[config.mk]
export PLATFORM = sky130hd
export DESIGN_NAME = dm_byte_cache_flat
export DESIGN_NICKNAME = d
export VERILOG_FILES = /design/src/rtl/system_widths_pkg.sv /design/src/rtl/cache_pkg.sv /design/src/rtl/cache_mem_if.sv /design/src/rtl/cache_line_store.sv /design/src/rtl/dm_byte_cache.sv /design/src/flat_wrapper.sv
export SDC_FILE = /design/constraint.sdc
export NUM_CORES = 1
export LEC_CHECK = 0
export CORE_MARGIN = 1.5
export CORE_UTILIZATION = 45
export CTS_BUF_LIST = sky130_fd_sc_hd__clkbuf_4 sky130_fd_sc_hd__clkbuf_8
export DETAILED_ROUTE_END_ITERATION = 6
export PLACE_DENSITY = 0.61
export SKIP_CTS_REPAIR_TIMING = 1
export SLEW_MARGIN = 0
export SYNTH_ARGS = -nofsm -noshare
export SYNTH_HDL_FRONTEND = slang
export SYNTH_SLANG_ARGS = --single-unit
[constraint.sdc]
create_clock -name clk -period 7.3 [get_ports clk]
set_input_delay 0.73 -clock clk [delete_from_list [all_inputs] [get_ports clk]]
set_output_delay 0.73 -clock clk [all_outputs]
set_load 0.05 [all_outputs]
[src/rtl/system_widths_pkg.sv]
// System-wide bus widths shared by the CPU, the caches and the memory model.
package system_widths_pkg;
    localparam int ADDR_W = 11;
endpackage

[src/rtl/cache_pkg.sv]
// Shared types and address-split helpers for the direct-mapped byte cache.
package cache_pkg;
    localparam int ADDR_W = system_widths_pkg::ADDR_W;

    typedef enum logic [2:0] {
        IDLE,
        FILL_REQ,
        FILL_WAIT,
        WR_REQ,
        WR_WAIT,
        RESP
    } cache_state_e;

    function automatic int calc_off_w(input int line_bytes);
        return $clog2(line_bytes);
    endfunction

    function automatic int calc_idx_w(input int num_lines);
        return $clog2(num_lines);
    endfunction

    function automatic int calc_tag_w(input int num_lines, input int line_bytes);
        return ADDR_W - $clog2(num_lines) - $clog2(line_bytes);
    endfunction
endpackage

[src/rtl/cache_mem_if.sv]
// Single-outstanding byte memory bus between the cache (master) and the memory model.
interface cache_mem_if;
    logic                       req_valid;
    logic                       req_ready;
    logic                       req_we;
    logic [cache_pkg::ADDR_W-1:0] req_addr;
    logic [7:0]                 req_write;
    logic                       resp_valid;
    logic [7:0]                 resp_data;

    modport master (
        output req_valid, req_we, req_addr, req_write,
        input  req_ready, resp_valid, resp_data
    );

    modport slave (
        input  req_valid, req_we, req_addr, req_write,
        output req_ready, resp_valid, resp_data
    );
endinterface

[src/rtl/cache_line_store.sv]
// Tag/valid/data storage for the byte cache: combinational lookup, one byte write port,
// per-line valid set/clear. Only the valid bits are reset; tags and data are left as-is.
module cache_line_store #(
    parameter int NUM_LINES  = 16,
    parameter int LINE_BYTES = 4,
    parameter int IDX_W      = 4,
    parameter int OFF_W      = 2,
    parameter int TAG_W      = 5
) (
    input  logic             clk,
    input  logic             resetN,
    input  logic [IDX_W-1:0] lookup_index,
    input  logic [TAG_W-1:0] lookup_tag,
    input  logic [OFF_W-1:0] lookup_off,
    output logic             lookup_hit,
    output logic [7:0]       lookup_byte,
    input  logic [IDX_W-1:0] line_index,
    input  logic             wr_en,
    input  logic [OFF_W-1:0] wr_off,
    input  logic [7:0]       wr_data,
    input  logic             valid_set,
    input  logic             valid_clr,
    input  logic [TAG_W-1:0] set_tag
);
    logic [7:0]       data_mem [NUM_LINES*LINE_BYTES];
    logic [TAG_W-1:0] tag_mem  [NUM_LINES];
    logic             valid_reg [NUM_LINES];

    genvar gi;
    generate
        for (gi = 0; gi < NUM_LINES; gi++) begin : g_valid
            always_ff @(posedge clk or negedge resetN) begin
                if (!resetN) begin
                    valid_reg[gi] <= 1'b0;
                end else if (line_index == IDX_W'(gi)) begin
                    if (valid_clr)
                        valid_reg[gi] <= 1'b0;
                    else if (valid_set)
                        valid_reg[gi] <= 1'b1;
                end
            end
        end
    endgenerate

    always_ff @(posedge clk) begin
        if (wr_en)
            data_mem[{line_index, wr_off}] <= wr_data;
        if (valid_set)
            tag_mem[line_index] <= set_tag;
    end

    assign lookup_hit  = valid_reg[lookup_index] && (tag_mem[lookup_index] == lookup_tag);
    assign lookup_byte = data_mem[{lookup_index, lookup_off}];
endmodule

[src/rtl/dm_byte_cache.sv]
// Direct-mapped, write-through, no-write-allocate byte cache with sequential line fills.
// Optional load hit/miss counters are built when CACHE_STATS_EN is defined.
module dm_byte_cache
    import cache_pkg::*;
#(
    parameter int NUM_LINES  = 16,
    parameter int LINE_BYTES = 4
) (
    input  logic              clk,
    input  logic              resetN,
    input  logic              cpu_req_valid,
    output logic              cpu_req_ready,
    input  logic              cpu_req_we,
    input  logic [ADDR_W-1:0] cpu_req_addr,
    input  logic [7:0]        cpu_req_wdata,
    output logic              cpu_resp_valid,
    output logic [7:0]        cpu_resp_rdata,
    cache_mem_if.master       mem_if
`ifdef CACHE_STATS_EN
    ,
    output logic [15:0]       hit_count,
    output logic [15:0]       miss_count
`endif
);
    localparam int OFF_W = calc_off_w(LINE_BYTES);
    localparam int IDX_W = calc_idx_w(NUM_LINES);
    localparam int TAG_W = calc_tag_w(NUM_LINES, LINE_BYTES);

    cache_state_e      state_reg, state_next;
    logic [ADDR_W-1:0] addr_reg, addr_next;
    logic [7:0]        wdata_reg, wdata_next;
    logic [7:0]        rdata_reg, rdata_next;
    logic [OFF_W-1:0]  beat_reg, beat_next;

    logic [IDX_W-1:0]  cpu_idx, idx_reg, line_idx;
    logic [TAG_W-1:0]  cpu_tag, tag_reg;
    logic [OFF_W-1:0]  off_reg, wr_off;
    logic              lu_hit, wr_en, valid_set, valid_clr;
    logic [7:0]        lu_byte, wr_data;

    assign cpu_idx = cpu_req_addr[OFF_W+IDX_W-1:OFF_W];
    assign cpu_tag = cpu_req_addr[ADDR_W-1:OFF_W+IDX_W];
    assign off_reg = addr_reg[OFF_W-1:0];
    assign idx_reg = addr_reg[OFF_W+IDX_W-1:OFF_W];
    assign tag_reg = addr_reg[ADDR_W-1:OFF_W+IDX_W];

    cache_line_store #(
        .NUM_LINES  (NUM_LINES),
        .LINE_BYTES (LINE_BYTES),
        .IDX_W      (IDX_W),
        .OFF_W      (OFF_W),
        .TAG_W      (TAG_W)
    ) u_store (
        .clk          (clk),
        .resetN       (resetN),
        .lookup_index (cpu_idx),
        .lookup_tag   (cpu_tag),
        .lookup_off   (cpu_req_addr[OFF_W-1:0]),
        .lookup_hit   (lu_hit),
        .lookup_byte  (lu_byte),
        .line_index   (line_idx),
        .wr_en        (wr_en),
        .wr_off       (wr_off),
        .wr_data      (wr_data),
        .valid_set    (valid_set),
        .valid_clr    (valid_clr),
        .set_tag      (tag_reg)
    );

    always_ff @(posedge clk or negedge resetN) begin
        if (!resetN) begin
            state_reg <= IDLE;
            addr_reg  <= '0;
            wdata_reg <= '0;
            rdata_reg <= '0;
            beat_reg  <= '0;
        end else begin
            state_reg <= state_next;
            addr_reg  <= addr_next;
            wdata_reg <= wdata_next;
            rdata_reg <= rdata_next;
            beat_reg  <= beat_next;
        end
    end

    always_comb begin
        state_next        = state_reg;
        addr_next         = addr_reg;
        wdata_next        = wdata_reg;
        rdata_next        = rdata_reg;
        beat_next         = beat_reg;
        line_idx          = idx_reg;
        wr_en             = 1'b0;
        wr_off            = beat_reg;
        wr_data           = mem_if.resp_data;
        valid_set         = 1'b0;
        valid_clr         = 1'b0;
        cpu_req_ready     = 1'b0;
        cpu_resp_valid    = 1'b0;
        cpu_resp_rdata    = 8'h00;
        mem_if.req_valid  = 1'b0;
        mem_if.req_we     = 1'b0;
        mem_if.req_addr   = '0;
        mem_if.req_write  = 8'h00;

        case (state_reg)
            IDLE: begin
                cpu_req_ready = 1'b1;
                line_idx      = cpu_idx;
                if (cpu_req_valid) begin
                    addr_next  = cpu_req_addr;
                    wdata_next = cpu_req_wdata;
                    if (cpu_req_we) begin
                        rdata_next = 8'h00;
                        state_next = WR_REQ;
                        // Store hit updates the line now; the memory write follows.
                        wr_en      = lu_hit;
                        wr_off     = cpu_req_addr[OFF_W-1:0];
                        wr_data    = cpu_req_wdata;
                    end else if (lu_hit) begin
                        rdata_next = lu_byte;
                        state_next = RESP;
                    end else begin
                        beat_next  = '0;
                        valid_clr  = 1'b1;
                        state_next = FILL_REQ;
                    end
                end
            end
            FILL_REQ: begin
                mem_if.req_valid = 1'b1;
                mem_if.req_addr  = {addr_reg[ADDR_W-1:OFF_W], beat_reg};
                if (mem_if.req_ready)
                    state_next = FILL_WAIT;
            end
            FILL_WAIT: begin
                if (mem_if.resp_valid) begin
                    wr_en = 1'b1;
                    if (beat_reg == off_reg)
                        rdata_next = mem_if.resp_data;
                    if (&beat_reg) begin
                        valid_set  = 1'b1;
                        state_next = RESP;
                    end else begin
                        beat_next  = beat_reg + 1'b1;
                        state_next = FILL_REQ;
                    end
                end
            end
            WR_REQ: begin
                mem_if.req_valid = 1'b1;
                mem_if.req_we    = 1'b1;
                mem_if.req_addr  = addr_reg;
                mem_if.req_write = wdata_reg;
                if (mem_if.req_ready)
                    state_next = WR_WAIT;
            end
            WR_WAIT: begin
                if (mem_if.resp_valid)
                    state_next = RESP;
            end
            RESP: begin
                cpu_resp_valid = 1'b1;
                cpu_resp_rdata = rdata_reg;
                state_next     = IDLE;
            end
            default: state_next = IDLE;
        endcase
    end

`ifdef CACHE_STATS_EN
    logic [15:0] hit_count_reg, miss_count_reg;
    logic        load_accept;

    assign load_accept = (state_reg == IDLE) && cpu_req_valid && !cpu_req_we;

    always_ff @(posedge clk or negedge resetN) begin
        if (!resetN) begin
            hit_count_reg  <= 16'h0000;
            miss_count_reg <= 16'h0000;
        end else if (load_accept) begin
            if (lu_hit && hit_count_reg != 16'hFFFF)
                hit_count_reg <= hit_count_reg + 16'h0001;
            else if (!lu_hit && miss_count_reg != 16'hFFFF)
                miss_count_reg <= miss_count_reg + 16'h0001;
        end
    end

    assign hit_count  = hit_count_reg;
    assign miss_count = miss_count_reg;
`endif
endmodule
[src/flat_wrapper.sv]
// flat-port wrapper written by rule: the top's interface ports become plain ports
module dm_byte_cache_flat import cache_pkg::*;
#(
    parameter int NUM_LINES  = 16,
    parameter int LINE_BYTES = 4
)
  (clk, resetN, cpu_req_valid, cpu_req_ready, cpu_req_we, cpu_req_addr, cpu_req_wdata, cpu_resp_valid, cpu_resp_rdata, mem_if_req_valid, mem_if_req_we, mem_if_req_addr, mem_if_req_write, mem_if_req_ready, mem_if_resp_valid, mem_if_resp_data);
  cache_mem_if mem_if_i ();
  input  logic clk;
  input  logic resetN;
  input  logic cpu_req_valid;
  output logic cpu_req_ready;
  input  logic cpu_req_we;
  input  logic [ADDR_W-1:0] cpu_req_addr;
  input  logic [7:0] cpu_req_wdata;
  output logic cpu_resp_valid;
  output logic [7:0] cpu_resp_rdata;
  output wire logic [$bits(mem_if_i.req_valid)-1:0] mem_if_req_valid;
  output wire logic [$bits(mem_if_i.req_we)-1:0] mem_if_req_we;
  output wire logic [$bits(mem_if_i.req_addr)-1:0] mem_if_req_addr;
  output wire logic [$bits(mem_if_i.req_write)-1:0] mem_if_req_write;
  input wire logic [$bits(mem_if_i.req_ready)-1:0] mem_if_req_ready;
  input wire logic [$bits(mem_if_i.resp_valid)-1:0] mem_if_resp_valid;
  input wire logic [$bits(mem_if_i.resp_data)-1:0] mem_if_resp_data;
  assign mem_if_req_valid = mem_if_i.req_valid;
  assign mem_if_req_we = mem_if_i.req_we;
  assign mem_if_req_addr = mem_if_i.req_addr;
  assign mem_if_req_write = mem_if_i.req_write;
  assign mem_if_i.req_ready = mem_if_req_ready;
  assign mem_if_i.resp_valid = mem_if_resp_valid;
  assign mem_if_i.resp_data = mem_if_resp_data;
  dm_byte_cache #(.NUM_LINES(NUM_LINES), .LINE_BYTES(LINE_BYTES)) u_core (.clk(clk), .resetN(resetN), .cpu_req_valid(cpu_req_valid), .cpu_req_ready(cpu_req_ready), .cpu_req_we(cpu_req_we), .cpu_req_addr(cpu_req_addr), .cpu_req_wdata(cpu_req_wdata), .cpu_resp_valid(cpu_resp_valid), .cpu_resp_rdata(cpu_resp_rdata), .mem_if(mem_if_i));
endmodule
==> impl_metrics.env, run 1 <==
export IMPL_synth_distinct_cells=45
export IMPL_cts_inserted_buffers=100
export IMPL_final_hold_viol_count=0
export IMPL_cp_slowest_cell="clkdlybuf4s50_1"
export IMPL_max_freq_ghz=0.205
export IMPL_drive_gt1_share_pct=32.2
export IMPL_cp_required_ns=7.62
export IMPL_syn_num_nets=1299
export IMPL_power_density_nw_per_um2=317
export IMPL_fin_util_pct=52.0
export IMPL_p_leak_nw=9.48
export IMPL_first_pass_iters=5
export IMPL_hpwl_um=36600
export IMPL_path_buf_inv=2
export IMPL_switchingPower_mw=2.76
export IMPL_num_io_pins=64
export IMPL_power_switching_fraction_pct=29.4
export IMPL_antenna_found_initial=2
export IMPL_path_class="in2reg"
export IMPL_synthArstFlopShare_pct=7.50
export IMPL_synthCells=1265
export IMPL_synth_edff_count=592
export IMPL_start_util_pct=45.8
export IMPL_remaining_drc_errors=0
export IMPL_syn2layout_area_growth_pct=13.6
export IMPL_fill_cells=4421
export IMPL_worstMarginPinSlew_ns=1.12
export IMPL_tns_ns=0
export IMPL_ys_seq_elements=640
export IMPL_drt_iter0_drc=1291
export IMPL_period_share_pct=66.8
export IMPL_rrSetupSlack_ns=3.08
export IMPL_fin_skew_ns=0.0500
export IMPL_die_area_um2=59200
export IMPL_gp_congestion=0.796
export IMPL_cap_violations=0
export IMPL_grt_first_pass_wirelength_um=90400
export IMPL_maxSlewHeadroom_pct=24.5
export IMPL_dieWidth_um=243
export IMPL_core_area_um2=56700
export IMPL_outcome="completed"
export IMPL_critical_path_max_stage_delay_ns=1.04
export IMPL_final_antenna_net_count=0
export IMPL_grt_pass1_vias=13245
export IMPL_power_frac_comb_pct=17.8
export IMPL_dieHeight_um=243
export IMPL_numClockSinks=640
export IMPL_synth_avg_cell_area_um2=20.5
export IMPL_root_buffer="clkbuf_8"
export IMPL_grt_max_degree=68
export IMPL_grt_use_total_pct=20.9
export IMPL_crit_fanout=32
export IMPL_cts_htree_levels=3
export IMPL_wl_per_cell_um=27.3
export IMPL_max_vdd_ir_drop_v=0.000302
export IMPL_endpoint_kind="flop"
export IMPL_drt_total_wl_um=60500
export IMPL_vias_per_cell=5.83
export IMPL_internal_power_mw=6.60
export IMPL_hp_class="in2async"
export IMPL_drv_slew=0
export IMPL_path_clk_slew_ns=0.06
export IMPL_synthFlopType="edfxtp_1"
export IMPL_startpoint_type="primary input"
export IMPL_rows=87
export IMPL_nets=1405
export IMPL_final_min_clock_period_ns=4.87
export IMPL_synth_warnings=0
export IMPL_setup_viol=0
export IMPL_seq_area_frac_synth_pct=73.1
export IMPL_path_cells="clkdlybuf4s50_1, inv_1, mux4_2, o311ai_1, or4_1, o32a_4, nor3_1"
export IMPL_worstPathArrival_ns=5.19
export IMPL_placement_io_buffers=63
export IMPL_largest_register_ffs=512
export IMPL_pwr_share_clk_pct=34.0
export IMPL_rsz0062_at_grt="no"
export IMPL_dr_total_vias=12893
export IMPL_clk_latency_ns=0.71
export IMPL_syn_area_um2=26000
export IMPL_grt_overflow=0
export IMPL_p_seq_share_pct=48.2
export IMPL_cts_tree="done"
export IMPL_cts_buffer_depth=3
export IMPL_crit_family="simple AND/OR/NAND/NOR gates"
-- layer usage --
layer / share of wire (%) / vias up / wire length, µm / GRT usage, %
met5: 0 / - / 0 / 0
met4: 2.2 / 0 / 1320 / 6.10
met3: 7.1 / 98 / 4320 / 4.54
met2: 46 / 539 / 28000 / 31.7
met1: 44 / 6818 / 26800 / 30.8
li1: - / 5438 / - / -
-- worst register-to-register path: cells and delay by family, from the launching register on --
family | cells | cell delay [ns]
flops | 1 | 0.38
compound gates | 2 | 0.79
simple gates | 2 | 1.81
mux | 3 | 0.87
-- stage by stage --
step / total power, mW / hold WS (ns) / area (µm²) / setup WS [ns] / cells
2_1_floorplan: 5.57 / 0.434 / 26000 / 3.14 / 1265
3_3_place_gp: 6.23 / 0.473 / 27400 / 1.86 / 2025
3_5_place_dp: 6.26 / 0.470 / 27400 / 1.74 / 2025
4_1_cts: 9.44 / 0.160 / 29500 / 2.50 / 2209
5_1_grt: 9.71 / 0.182 / 29500 / 2.21 / 2211
6_report: 9.36 / 0.170 / 29500 / 2.43 / 2211
-- power by group through the flow --
stage | logic, mW | registers [mW] | clock network (mW)
floorplan | 1.09 | 4.48 | 0
global placement | 1.65 | 4.58 | 0
detailed placement | 1.67 | 4.59 | 0
CTS | 1.67 | 4.51 | 3.25
global route | 1.76 | 4.54 | 3.42
finish | 1.66 | 4.52 | 3.18
-- cell usage after synthesis, types with 2 or more instances --
| master | n | share of area [%] |
|---|---|---|
| a21oi_1 | 27 | 0.52 |
| a22oi_1 | 9 | 0.26 |
| a31oi_1 | 2 | 0.048 |
| and2_1 | 18 | 0.43 |
| and3_1 | 11 | 0.26 |
| buf_1 | 22 | 0.32 |
| buf_2 | 6 | 0.12 |
| buf_6 | 7 | 0.30 |
| clkbuf_1 | 43 | 0.62 |
| dfrtp_1 | 48 | 4.6 |
| edfxtp_1 | 592 | 68 |
| inv_1 | 14 | 0.20 |
| mux2_1 | 8 | 0.35 |
| mux2_2 | 29 | 1.3 |
| mux2i_1 | 40 | 1.5 |
| mux4_2 | 175 | 15 |
| nand2_1 | 31 | 0.45 |
| nand2b_1 | 5 | 0.12 |
| nand3_1 | 13 | 0.25 |
| nand3b_1 | 2 | 0.058 |
| nand4_1 | 2 | 0.048 |
| nor2_1 | 46 | 0.66 |
| nor2b_1 | 2 | 0.048 |
| nor3_1 | 9 | 0.17 |
| nor3_2 | 60 | 2.3 |
| nor4_1 | 3 | 0.072 |
| o21ai_0 | 9 | 0.17 |
| o22ai_1 | 8 | 0.19 |
| o32a_4 | 2 | 0.17 |
| xnor2_1 | 3 | 0.10 |
| xor2_1 | 5 | 0.17 |
-- cells in the final DEF, fill, tap and decap left out, types with 14 or more instances in the layout --
master	netlist	routed
edfxtp_1	592	592
mux4_2	175	175
clkbuf_8	0	111
nor3_2	60	61
clkdlybuf4s50_1	0	58
dfrtp_1	48	48
nor2_1	46	46
mux2i_1	40	40
clkbuf_4	0	36
nand2_1	31	30
mux2_2	29	28
a21oi_1	27	27
buf_4	1	22
and2_1	18	18
inv_1	14	14
-- path summary, 6_finish.rpt --
kind,startpoint,endpoint,cells past startpoint
max in group asynchronous,resetN,u_core.rdata_reg[1],2
max,cpu_req_addr[5],u_core.u_store.data_mem[0][6],7
max reg2reg,u_core.u_store.tag_mem[14][0],u_core.u_store.data_mem[0][6],7
min,resetN,u_core.u_store.valid_reg[6],2
min reg2reg,u_core.rdata_reg[3],u_core.rdata_reg[3],1
min in group clk,u_core.rdata_reg[3],u_core.rdata_reg[3],1
-- layout make-up --
cell class                 count  area, µm²  area share [%]
timing repair buffer          84        796            2.70
antenna                        2       5.00          0.0170
tap                          756        946            3.21
sequential                   640      19000            64.3
clock buffer                 146       1780            6.05
clock inverter                38        354            1.20
multi-input combinational    531       6590            22.3
inverter                      14       52.6           0.178
-- kinds of logic (layout without fill, tap and decap cells) --
group | count (synthesis) | in the layout | share of synthesized area (%)
AND/OR/NAND/NOR | 206 | 206 | 5.01
multiplexers | 252 | 252 | 18.3
XOR/XNOR | 8 | 8 | 0.270
adder cells (fa/ha/maj) | 1 | 1 | 0.0482
flip-flops | 640 | 640 | 73.1
other | 0 | 2 | 0
AO/OA/AOI/OAI | 64 | 64 | 1.65
buffers and inverters | 94 | 282 | 1.65
Power figures use the tool's default switching activity.
==> run 2, diff against run 1 <==
clock period = 4.5 ns   (was 7.3 ns; I/O delays follow)
==> run 2 against run 1 <==
Clock-buffer cell count down 6. Sequential share of layout area down 1.7 points. Non-clock buffer count up 111. Power up 62%. Flip-flop and latch count unchanged. Critical path depth up 2. Cell count up 4.9%. Routed wire length up 6.5%. Register-to-register slack worse by 2.2 ns. Worst hold slack better by 0.23 ns. Clock skew down 0.010 ns.
==> impl_metrics.env, run 2 (synthesis results as in run 1) <==
export IMPL_worstMarginPinSlew_ns=1.12
export IMPL_drt_total_wl_um=64400
export IMPL_endpoint_kind="flop"
export IMPL_grt_use_total_pct=22.2
export IMPL_grt_first_pass_wirelength_um=95000
export IMPL_syn2layout_area_growth_pct=16.7
export IMPL_final_min_clock_period_ns=3.66
export IMPL_p_leak_nw=10.0
export IMPL_power_density_nw_per_um2=499
export IMPL_fin_skew_ns=0.0396
export IMPL_max_vdd_ir_drop_v=0.000428
export IMPL_core_area_um2=56700
export IMPL_cp_required_ns=4.90
export IMPL_crit_start="cpu_req_addr[5]"
export IMPL_outcome="completed"
export IMPL_placement_io_buffers=63
export IMPL_whs_path_depth=2
export IMPL_drive_gt1_share_pct=36.1
export IMPL_rsz0062_at_grt="no"
export IMPL_cts_htree_levels=3
export IMPL_dr_total_vias=13421
export IMPL_dieHeight_um=243
export IMPL_num_io_pins=64
export IMPL_path_class="in2reg"
export IMPL_tns_ns=0
export IMPL_fin_area_um2=30300
export IMPL_wl_per_cell_um=27.8
export IMPL_clk_latency_ns=0.71
export IMPL_startpoint_type="primary input"
export IMPL_drt_iter0_drc=1365
export IMPL_hold_slack_ns=0.403
export IMPL_vias_per_cell=5.78
export IMPL_antenna_found_initial=4
export IMPL_layout_commonest_cell="edfxtp_1"
export IMPL_period_share_pct=81.4
export IMPL_nets=1517
export IMPL_power_total_mw=15.1
export IMPL_hold_start="cpu_req_wdata[2]"
export IMPL_placed_area_um2=28300
export IMPL_final_antenna_net_count=0
export IMPL_cap_violations=0
export IMPL_stdcell_count=2320
export IMPL_dp_cells=2135
export IMPL_cts_inserted_buffers=101
export IMPL_hpwl_um=41200
export IMPL_grt_max_degree=65
export IMPL_rows=87
export IMPL_grt_overflow=0
export IMPL_rrSetupSlack_ns=0.89
export IMPL_largest_register_ffs=512
export IMPL_final_hold_viol_count=0
export IMPL_worstPathArrival_ns=4.06
export IMPL_setup_viol=0
export IMPL_dieWidth_um=243
export IMPL_cts_tree="done"
export IMPL_path_clk_slew_ns=0.05
export IMPL_fin_util_pct=53.5
export IMPL_root_buffer="clkbuf_8"
export IMPL_maxSlewHeadroom_pct=25.0
export IMPL_fill_cells=4400
export IMPL_cts_buffer_depth=3
export IMPL_start_util_pct=45.8
export IMPL_die_area_um2=59200
export IMPL_crit_fanout=15
export IMPL_dp_slack_ns=0.185
export IMPL_remaining_drc_errors=0
export IMPL_r2r_end="u_core.u_store.data_mem[50][4]"
export IMPL_hp_class="in2reg"
export IMPL_numClockSinks=640
export IMPL_max_freq_ghz=0.273
export IMPL_r2r_cells=9
export IMPL_final_cell_mix="edfxtp_1, mux4_2, buf_4"
export IMPL_first_pass_iters=5
export IMPL_drv_slew=0
export IMPL_min_to="u_core.wdata_reg[2]"
export IMPL_r2r_start="u_core.u_store.tag_mem[15][1]"
export IMPL_gp_congestion=0.871
export IMPL_grt_pass1_vias=13812
export IMPL_worst_slack_ns=0.836
-- run 2: cell types whose count changed in the layout (fill, tap and decap cells not counted), moves of 3 or more --
cell       before  now
clkinv_1       13   25
clkbuf_8      111  106
clkinv_2       13    7
buf_12          1   10
buf_4          22  123
bufinv_16       6    3
-- run 2: final cells by class --
cell class / count / area (µm²) / share of cell area (%)
clock buffers: 140 / 1710 / 5.63
multi-input cells: 531 / 6580 / 21.7
diodes: 1 / 2.50 / 0.00825
well taps: 756 / 946 / 3.12
flip-flops and latches: 640 / 19000 / 62.6
repair buffers: 195 / 1740 / 5.75
inverters: 14 / 52.6 / 0.173
clock inverters: 43 / 308 / 1.02
-- run 2: critical path, stage by stage --
cell	delay [ns]
clkdlybuf4s50_1	0.83
mux4_2	0.41
mux4_2	0.48
xor2_1	0.17
or4_1	0.62
o32a_4	0.41
buf_4	0.24
nor3_2	0.22
buf_4	0.20
-- run 2: report_power, final --
part	switching, mW	internal, mW
clock	2.26	2.64
sequential	0.323	7.00
combinational	1.98	0.912
-- run 2: per-layer routing --
metal	vias to the layer above	wire [µm]	track usage, %
met3	108	4100	4.70
met4	4	1560	6.61
li1	5647	-	-
met2	512	31200	35.3
met5	-	27	0
met1	7150	27500	31.0
-- run 2: worst max-delay path by stage --
stage	end	slack, ns	depth (start not counted)
6_report	u_core.u_store.data_mem[50][4]	0.84	9
5_1_grt	cpu_resp_rdata[2]	0.73	4
4_1_cts	cpu_resp_rdata[3]	0.81	4
3_5_place_dp	u_core.u_store.data_mem[19][2]	0.19	9
3_3_place_gp	u_core.u_store.data_mem[50][0]	0.25	9
2_1_floorplan	u_core.u_store.data_mem[0][0]	0.62	10
==> run 3, diff against run 2 <==
clock period = 3.4 ns   (was 4.5 ns; I/O delays follow)
==> run 3 against run 2 <==
Routed wire length is 5.6% lower. Cell count is 2.4% higher. Design area is 5.7% higher. Critical path type is now reg2reg. Largest cell class unchanged. Highest routed layer unchanged.
==> impl_metrics.env, run 3 (synthesis results as in run 1) <==
export IMPL_dieHeight_um=243
export IMPL_period_share_pct=98.8
export IMPL_cts_inserted_buffers=104
export IMPL_start_util_pct=45.8
export IMPL_num_io_pins=64
export IMPL_numClockSinks=640
export IMPL_cts_tree="done"
export IMPL_fin_skew_ns=0.0369
export IMPL_tns_ns=0
export IMPL_final_min_clock_period_ns=3.36
export IMPL_remaining_drc_errors=0
export IMPL_placement_io_buffers=63
export IMPL_crit_fanout=14
export IMPL_grt_overflow=0
export IMPL_max_vdd_ir_drop_v=0.000484
export IMPL_final_cell_mix="edfxtp_1, mux4_2, clkbuf_8, buf_4, buf_12"
export IMPL_worstMarginPinSlew_ns=0.845
export IMPL_hp_class="in2reg"
export IMPL_layout_commonest_cell="edfxtp_1"
export IMPL_grt_first_pass_wirelength_um=91600
export IMPL_die_area_um2=59200
export IMPL_max_freq_ghz=0.298
export IMPL_final_antenna_net_count=0
export IMPL_grt_pass1_vias=14065
export IMPL_antenna_found_initial=2
export IMPL_cts_htree_levels=3
export IMPL_rows=87
export IMPL_path_class="reg2reg"
export IMPL_root_buffer="clkbuf_8"
export IMPL_power_total_mw=20.8
export IMPL_dieWidth_um=243
export IMPL_cp_required_ns=3.79
export IMPL_core_area_um2=56700
export IMPL_largest_register_ffs=512
export IMPL_outcome="completed"
export IMPL_grt_max_degree=65
export IMPL_syn2layout_area_growth_pct=23.4
export IMPL_endpoint_kind="flop"
export IMPL_drt_iter0_drc=1121
export IMPL_setup_viol=0
export IMPL_wl_per_cell_um=25.6
export IMPL_worstPathArrival_ns=3.75
export IMPL_vias_per_cell=5.62
export IMPL_drive_gt1_share_pct=39.3
export IMPL_gp_congestion=0.810
export IMPL_worst_slack_ns=0.0420
export IMPL_clk_latency_ns=0.69
export IMPL_startpoint_type="flop"
export IMPL_dp_slack_ns=-0.406
export IMPL_first_pass_iters=5
export IMPL_drt_total_wl_um=60800
export IMPL_path_clk_slew_ns=0.06
export IMPL_hpwl_um=39800
export IMPL_diodes=0
export IMPL_dr_total_vias=13345
export IMPL_nets=1569
export IMPL_grt_use_total_pct=21.2
export IMPL_maxSlewHeadroom_pct=43.6
export IMPL_cap_violations=0
export IMPL_power_density_nw_per_um2=649
export IMPL_drv_slew=0
export IMPL_fill_cells=4163
export IMPL_cts_buffer_depth=3
export IMPL_p_leak_nw=11.3
export IMPL_final_hold_viol_count=0
run 3: changes by cell type in the layout (fill, tap and decap cells not counted), moves of 5 or more:
cell / change
dlymetal6s2s_1: +9
nor3_2: -57
clkbuf_8: +5
clkdlybuf4s50_1: -9
buf_12: +60
nor3_4: +61
buf_4: -12
clkinv_2: +7
clkinv_1: -6
run 3: area by class of cell:
class	count	area, µm²	share of cell area [%]
Multi-Input combinational cell	531	7000	21.8
Tap cell	756	946	2.95
Inverter	14	52.6	0.164
Clock inverter	47	414	1.29
Sequential cell	640	19000	59.2
Clock buffer	144	1770	5.52
Timing Repair Buffer	244	2890	9.02
run 3: path summary, 6_finish.rpt:
kind,start,endpoint,slack (ns),cells after the start
max in group asynchronous,resetN,u_core.wdata_reg[3],2.30,3
min in group asynchronous,resetN,u_core.addr_reg[4],0.31,2
setup / recovery,u_core.u_store.tag_mem[15][4],u_core.u_store.data_mem[3][3],0.04,9
hold / removal,cpu_req_addr[1],u_core.addr_reg[1],0.15,3
hold reg to reg,u_core.rdata_reg[5],u_core.rdata_reg[5],0.49,1
setup reg to reg,u_core.u_store.tag_mem[15][4],u_core.u_store.data_mem[3][3],0.04,9
run 3: routing by layer:
metal	up-vias	part of all wire (%)	track usage (%)
met4	2	2.4	6.39
met1	7007	43	30.4
met5	-	0.021	0
met2	467	47	32.3
met3	84	7.1	5.19
li1	5785	-	-
run 3: worst max-delay path, cell delays in order, from the launching register on:
cell,delay (ns)
edfxtp_1,0.40
mux4_2,0.47
mux4_2,0.48
xor2_1,0.17
or4_4,0.43
buf_6,0.16
o32a_4,0.35
buf_12,0.18
nor3_2,0.21
buf_4,0.20
run 3: metrics by stage:
stage                     instances  hold WS, ns  instance area (µm²)  util (%)
after global routing           2376        0.119                32000      56.5
after CTS                      2374       -0.271                32000      56.4
after global placement         2183        0.465                29800      52.6
final                          2376        0.151                32000      56.5
after detailed placement       2183        0.475                29800      52.6
after floorplan                1265       0.0444                26400         -
run 3: where the power goes:
group | total, mW | switching, mW | internal, mW
Clock | 6.91 | 2.99 | 3.91
Sequential | 9.64 | 0.366 | 9.27
Combinational | 4.27 | 2.91 | 1.35
Total | 20.8 | 6.27 | 14.5
